[src/rtl/riscv_fetch_pkg.sv]
// Shared constants and state encoding for the instruction fetch stage.
package riscv_fetch_pkg;

    localparam logic [63:0] DEF_RESET_PC  = 64'h0;
    localparam int          DEF_MEM_BYTES = 132;
    localparam logic [31:0] NOP_INSTR     = 32'h00000013;

    typedef enum logic {
        RUN  = 1'b0,
        HALT = 1'b1
    } fetch_state_t;

endpackage

[src/rtl/program_counter.sv]
// PC register with next-PC select: reset, redirect (word-aligned), +4, hold.
// Latency: new PC visible the cycle after the select; no backpressure of its own.
module program_counter
    import riscv_fetch_pkg::*;
#(
    parameter logic [63:0] RESET_PC = DEF_RESET_PC
) (
    input  logic        clk,
    input  logic        reset,
    input  logic        redirect,
    input  logic [63:0] target,
    input  logic        advance,
    output logic [63:0] pc,
    output logic [63:0] pc_plus4
);

    assign pc_plus4 = pc + 64'd4;

    always_ff @(posedge clk) begin
        if (!reset) begin
            pc <= RESET_PC;
        end else if (redirect) begin
            pc <= {target[63:2], 2'b00};
        end else if (advance) begin
            pc <= pc_plus4;
        end
    end

endmodule

[src/rtl/instruction_fetch.sv]
// Fetch stage: reads one word per cycle into a single id_* register, 1-cycle latency.
// Holds the word and the PC while decode stalls; a redirect flushes and wins over stalls.
module instruction_fetch
    import riscv_fetch_pkg::*;
#(
    parameter logic [63:0] RESET_PC  = DEF_RESET_PC,
    parameter int          MEM_BYTES = DEF_MEM_BYTES
) (
    input  logic        clk,
    input  logic        reset,
    output logic [63:0] Inst_Address,
    input  logic [31:0] Instruction,
    input  logic        branch_taken,
    input  logic [63:0] branch_target,
    input  logic        id_ready,
    output logic        id_valid,
    output logic [63:0] id_pc,
    output logic [31:0] id_instruction,
    output logic        halted,
    output logic        misalign_err,
    output logic [31:0] fetch_count
);

    localparam logic [63:0] MEM_LIMIT = 64'(MEM_BYTES);

    fetch_state_t state;
    logic [63:0]  pc;
    logic [63:0]  pc_plus4;
    logic         past_end;
    logic         advance;
    logic         capture;
    logic         handshake;

    assign past_end  = pc_plus4 > MEM_LIMIT;
    assign handshake = id_valid && id_ready;
    assign advance   = (state == RUN) && !branch_taken && (!id_valid || id_ready);
    // The edge that discovers the end of memory halts instead of fetching.
    assign capture   = advance && !past_end;

    assign Inst_Address = (state == RUN) ? pc : 64'h0;
    assign halted       = (state == HALT);

    program_counter #(
        .RESET_PC (RESET_PC)
    ) u_pc (
        .clk      (clk),
        .reset    (reset),
        .redirect (branch_taken),
        .target   (branch_target),
        .advance  (capture),
        .pc       (pc),
        .pc_plus4 (pc_plus4)
    );

    always_ff @(posedge clk) begin
        if (!reset) begin
            state          <= RUN;
            id_valid       <= 1'b0;
            id_pc          <= 64'h0;
            id_instruction <= NOP_INSTR;
            misalign_err   <= 1'b0;
            fetch_count    <= 32'h0;
        end else begin
            if (handshake) begin
                fetch_count <= fetch_count + 32'd1;
            end
            if (branch_taken) begin
                state    <= RUN;
                id_valid <= 1'b0;
                if (branch_target[1:0] != 2'b00) begin
                    misalign_err <= 1'b1;
                end
            end else if ((state == RUN) && past_end) begin
                state <= HALT;
                if (handshake) begin
                    id_valid <= 1'b0;
                end
            end else if (capture) begin
                id_valid       <= 1'b1;
                id_pc          <= pc;
                id_instruction <= Instruction;
            end else if (handshake) begin
                id_valid <= 1'b0;
            end
        end
    end

endmodule
[config.mk]
export PLATFORM = sky130hd
export DESIGN_NAME = instruction_fetch
export DESIGN_NICKNAME = d
export VERILOG_FILES = /design/src/rtl/riscv_fetch_pkg.sv /design/src/rtl/program_counter.sv /design/src/rtl/instruction_fetch.sv
export SDC_FILE = /design/constraint.sdc
export NUM_CORES = 1
export LEC_CHECK = 0
export BUFFER_PORTS_ARGS = -buffer_cell sky130_fd_sc_hd__buf_2
export CAP_MARGIN = 20
export CORE_UTILIZATION = 25
export CTS_BUF_LIST = sky130_fd_sc_hd__clkbuf_8
export DETAILED_ROUTE_END_ITERATION = 6
export GPL_TIMING_DRIVEN = 0
export PLACE_DENSITY = 0.54
export SYNTH_ARGS = -nofsm -noshare
export SYNTH_HDL_FRONTEND = slang
export SYNTH_SLANG_ARGS = --single-unit
[constraint.sdc]
create_clock -name clk -period 4.1 [get_ports clk]
set_clock_uncertainty 0.15 [all_clocks]
set_input_delay 0.41 -clock clk [delete_from_list [all_inputs] [get_ports clk]]
set_output_delay 0.41 -clock clk [all_outputs]
set_load 0.01 [all_outputs]
# Word level (Yosys, flattened, before mapping)
# Cells that the tools add are included.
[totals] regBits=195 latch_bits=0 mem_bits_rw=0 romBits=0 inputBits=100 out_inout_bits=195 mem_count=0
[classes] n_addsub=2 n_mul=0 n_div=0 n_lt_le_gt_ge=1 n_eq_ne=0 shifts=0 mux=6 bitwise=4 n_reduce_logical=14
[ops] cell="2-to-1 mux 64 bit" n=3
[ops] cell="adder 64 x 3 -> 64 bit, second input constant" n=1
[ops] cell="> comparator 64 x 8 -> 1 bit, second input constant" n=1
[ops] cell="adder 32 x 1 -> 32 bit, second input constant" n=1
[ops] cell="logical AND 1 bit" n=5
[ops] cell="NOT 1 bit" n=4
[ops] cell="nonzero test 2 bit" n=2
[ops] cell="logical NOT 1 bit" n=3
[ops] cell="2-to-1 mux 1 bit" n=3
[ops] cell="AND reduction 3 bit" n=1
[ops] cell="AND reduction 2 bit" n=1
[ops] cell="OR reduction 2 bit" n=1
[ops] cell="logical OR 1 bit" n=1

# Longest topological paths before layout
[logic_depth] word_depth=6 depth_mapped=14 ltp_nobuf=11

# Hierarchy
# From an unflattened synthesis, not the netlist that was laid out.
[hier_totals] hier_cells=1295 area_unflattened_um2=10694.0
[by_module_without_submodules] module="instruction_fetch" instances=1 cells_per_inst=688 area_per_inst_um2=5974.5
[by_module_without_submodules] module="program_counter" instances=1 cells_per_inst=607 area_per_inst_um2=4719.5

# Least setup slack after synthesis
# Ideal clock, no wire load.
[synth_path] kind="register to register" startpoint="register u_pc.pc[12]" endpoint="register id_instruction[0]" arrival_time_ps=3078 required_ps=3811 path_slack_ps=734 stages_incl_launch_ff=14 path_buffers=4 synth_period_minus_slack_ps=3366 path_cell_list="dfxtp_1 buf_2 nand3_2 or4_1 buf_2 or4_4 nor3_1 xnor2_1 and4_1 nand4_2 buf_2 buf_2 o31ai_1 o311ai_1"
[synth_between] elab_chain_cells=5 elab_cells_between_ends=7
[synth_lines] item="start: declaration" line="program_counter.sv:13" text="output logic [63:0] pc,"
[synth_lines] item="start signal: assignment" line="program_counter.sv:23" text="pc <= {target[63:2], 2'b00};"
[synth_lines] item="start signal: assignment" line="program_counter.sv:25" text="pc <= pc_plus4;"
[synth_lines] item="adder 64 x 3 -> 64 bit *" line="program_counter.sv:17" text="assign pc_plus4 = pc + 64'd4;"
[synth_lines] item="> comparator 64 x 8 -> 1 bit *" line="instruction_fetch.sv:34" text="assign past_end = pc_plus4 > MEM_LIMIT;"
[synth_lines] item="logical NOT 1 bit / logical AND 1 bit (equally long branches)" line="instruction_fetch.sv:38, instruction_fetch.sv:73"
[synth_lines] item="logical AND 1 bit / NOT 1 bit (equally long branches)"
[synth_lines] item="AND reduction 3 bit (no source line) *"
[synth_lines] item="end signal: assignment" line="instruction_fetch.sv:81" text="id_instruction <= Instruction;"
[synth_lines] item="end: declaration" line="instruction_fetch.sv:18" text="output logic [31:0] id_instruction,"
# Every way passes the cells marked *; elsewhere a longest branch is shown, timed or not.
# A chain may end at the register's enable or synchronous reset.

# Final worst setup path
[layout_path] startpoint="register u_pc.pc[12]" endpoint="register id_instruction[27]"
# Same word-level chain as after synthesis.

==> reports/results.tsv <==
metric	value	unit
status	completed	
yosysWarnings	0	
grt_pass1_wl	57100	um
timing.final.max_slew_violations	0	
track_usage	0.183	
fin_tns_setup	0	ns
gp_congestion	0.899	
worstSetupStartpointType	flip-flop	
synth-xor-area-share	0.0499	
h-tree-depth	4	
cts.sinks	191	
worstPathRequired	4.38	ns
synth_edf_count	0	
combPwrFrac	0.122	
ys_seq_area_frac	0.389	
synth_compound_area_frac	0.176	
p_int	0.00275	W
drive_gt1_frac	0.248	
wl_per_cell	17.8	um
critPathTopFamily	simple AND/OR/NAND/NOR gates	
ys_ff_latch	191	
vias	10244	
rows	72	
setup_violations	0	
fillers	4196	
cts_root_buf	clkbuf_8	
grt_pass1_vias	9986	
pwr-share-clk	0.368	
total_power	0.00383	W
syn_avg_cell_area	8.23	um2
die_w	200	um
core_area	0.0387	mm2
route.antenna.remaining_nets	0	
hold_class	in -> reg	
netlist_instances	1195	
die_area	0.0401	mm2
top_level_ports	295	
crit_chain	clkbuf_4, nand3_2, or4_1, buf_2, o31ai_2, o22ai_1, or4_4, nor4_4, nand3_4, nor3_4, buf_4, buf_4, mux2i_1	
synth_mux_area_frac	0.0398	
critPathBufInv	4	
fin_nets	1686	
port_buffers	289	
cp_slowest_cell	or4_4	
drtIter0Drc	500	
area_growth	35.2	%
slew_headroom	0.362	
synthDistinctLibCells	57	
power_frac_seq	0.510	
die_h	200	um
dp_hpwl	28300	um
vias_per_cell	4.84	
wl	37700	um
synth-simple-area-share	0.282	
holdWs	0.0246	ns
drv_cap	0	
cts_tree	built	
max_freq	255	MHz
ys.flop_type	dfxtp_1	
grt_max_degree	17	
crit_top_cell	buf_4	
swShare	0.281	
synth_top_family_by_area	simple AND/OR/NAND/NOR gates	
powerDensity	288	mW/mm2
clk_path_buf_depth	2	
power.switching	0.00108	W
worstPathArrival	4.21	ns
timing_hold_violations_final	0	
netlist_area	0.00983	mm2
synth_fa_ha_area_frac	0.00509	
dr.pass1.iters	5	
fin_crit	3.93	ns
clk_pin_slew	0.10	ns
power_leakage	5.31	nW
max_stage_delay	0.57	ns
clk_latency	0.51	ns
gr-total-overflow	0	
placement.cell_area	0.0119	mm2
crit_fanout	10	
critical_path_class	reg -> reg	
final_area	0.0133	mm2
post-route-drc-count	0	
ir_worst_vdd	0.234	mV
tightest_slew	0.957	ns
antenna_found_initial	8	
rsz0062_at_grt	true	
start_util	0.254	
crit_path_end_kind	flip-flop	
async_flop_share	0	
cts_made_buffers	17	
finalCritPeriodShare	0.958	
[worst reg2reg max path: cells and delay by family, from the launching register on]
family | cells | cell delay, ns
buffers and inverters | 4 | 0.82
DFF | 1 | 0.32
AOI/OAI and AO/OA | 2 | 0.39
muxes | 1 | 0.23
and+or+nand+nor | 6 | 1.95
[metrics by stage]
stage	std cells	setup slack (ns)	utilization
after global placement	2005	-0.595	0.308
after floorplan	1198	0.734	-
after global routing	2117	-0.0191	0.343
after detailed placement	2005	-0.682	0.308
final	2117	0.172	0.343
after CTS	2105	0.00300	0.339
[power groups by stage]
stage	sequential [W]	clock, W	combinational [W]
global placement	0.00198	0	0.000410
CTS	0.00195	0.00146	0.000463
finish	0.00195	0.00141	0.000467
detailed placement	0.00199	0	0.000414
global route	0.00196	0.00152	0.000511
floorplan	0.00196	0	0.000242
[layer usage]
layer	global-route usage	part of all wire
met1	0.226	0.44
met2	0.300	0.46
met3	0.0550	0.069
met4	0.0632	0.028
met5	0	0.00066
[synth_stat cells (all sizes together), types with 17 or more instances]
cell type | n | area (um2)
nand4 | 40 | 263
nand2 | 236 | 886
nor2b | 59 | 369
dfxtp | 191 | 3820
mux2i | 38 | 380
buf | 36 | 219
and2 | 34 | 213
nand3 | 41 | 215
nor3 | 17 | 90.1
clkbuf | 77 | 289
a21boi | 50 | 375
xnor2 | 40 | 350
nor2 | 41 | 154
o21ai | 28 | 140
o2bb2ai | 56 | 490
o211ai | 48 | 360
[cell usage in the layout, fill, tap and decap left out, types with 5 or more instances in the layout]
cell,n
nor2b_1,59
or3_1,12
a211oi_1,5
o31ai_1,9
nor4_1,10
nor3_1,12
and4_1,15
nor2_1,41
dlygate4sd3_1,73
o21ai_0,27
mux2i_1,38
o211ai_1,48
o2bb2ai_1,56
a31oi_1,8
clkbuf_2,5
and2_1,34
nand4_1,38
dfxtp_1,189
buf_4,18
and3_1,12
a21boi_0,50
xnor2_1,40
nand2_1,236
diode_2,5
nand3_1,39
clkbuf_1,67
inv_1,17
xor2_1,16
clkbuf_8,20
or4_1,11
buf_2,306
[state kept, by name, indices dropped and copies added, names as in the netlist]
register	count
misalign_err	1
halted	1
id_pc	62
id_instruction	32
id_valid	1
fetch_count	32
u_pc.pc	62
[area by class of cell]
class | count | area (um2) | area share
flip-flops and latches | 191 | 3830 | 0.288
clock buffers | 20 | 275 | 0.0207
inverters | 16 | 60.1 | 0.00452
well taps | 518 | 648 | 0.0488
repair buffers | 370 | 2230 | 0.168
plain buffers | 108 | 518 | 0.0390
multi-input cells | 878 | 5560 | 0.419
diodes | 5 | 12.5 | 0.000941
clock inverters | 11 | 155 | 0.0117
[path summary, 6_finish.rpt]
kind / from / endpoint / slack (ns) / cells past startpoint
worst max-delay path: u_pc.pc[12] / id_instruction[27] / 0.17 / 13
worst min-delay path: branch_target[31] / u_pc.pc[31] / 0.02 / 3
worst max register to register: u_pc.pc[12] / id_instruction[27] / 0.17 / 13
worst min register to register: id_pc[26] / id_pc[26] / 0.30 / 2
[timing repair]
item / 4_1_cts / 5_1_grt
setup buffers: 2 / 5
endpoints found under the hold margin: 72 / 1
pin swaps: 2 / 3
endpoints found under the setup margin: 158 / 156
hold buffers: 72 / 1
resized for setup: 10 / 32
gates cloned: 0 / 1
[cell families (layout without fill, tap and decap cells)]
family / count (synthesis) / count (layout)
simple gates: 545 / 545
compound gates: 230 / 230
flops: 191 / 191
buf+inv: 129 / 525
xor+xnor: 56 / 56
mux: 39 / 39
fa+ha+maj: 4 / 4
other cells: 1 / 9
Power figures use the tool's default switching activity.
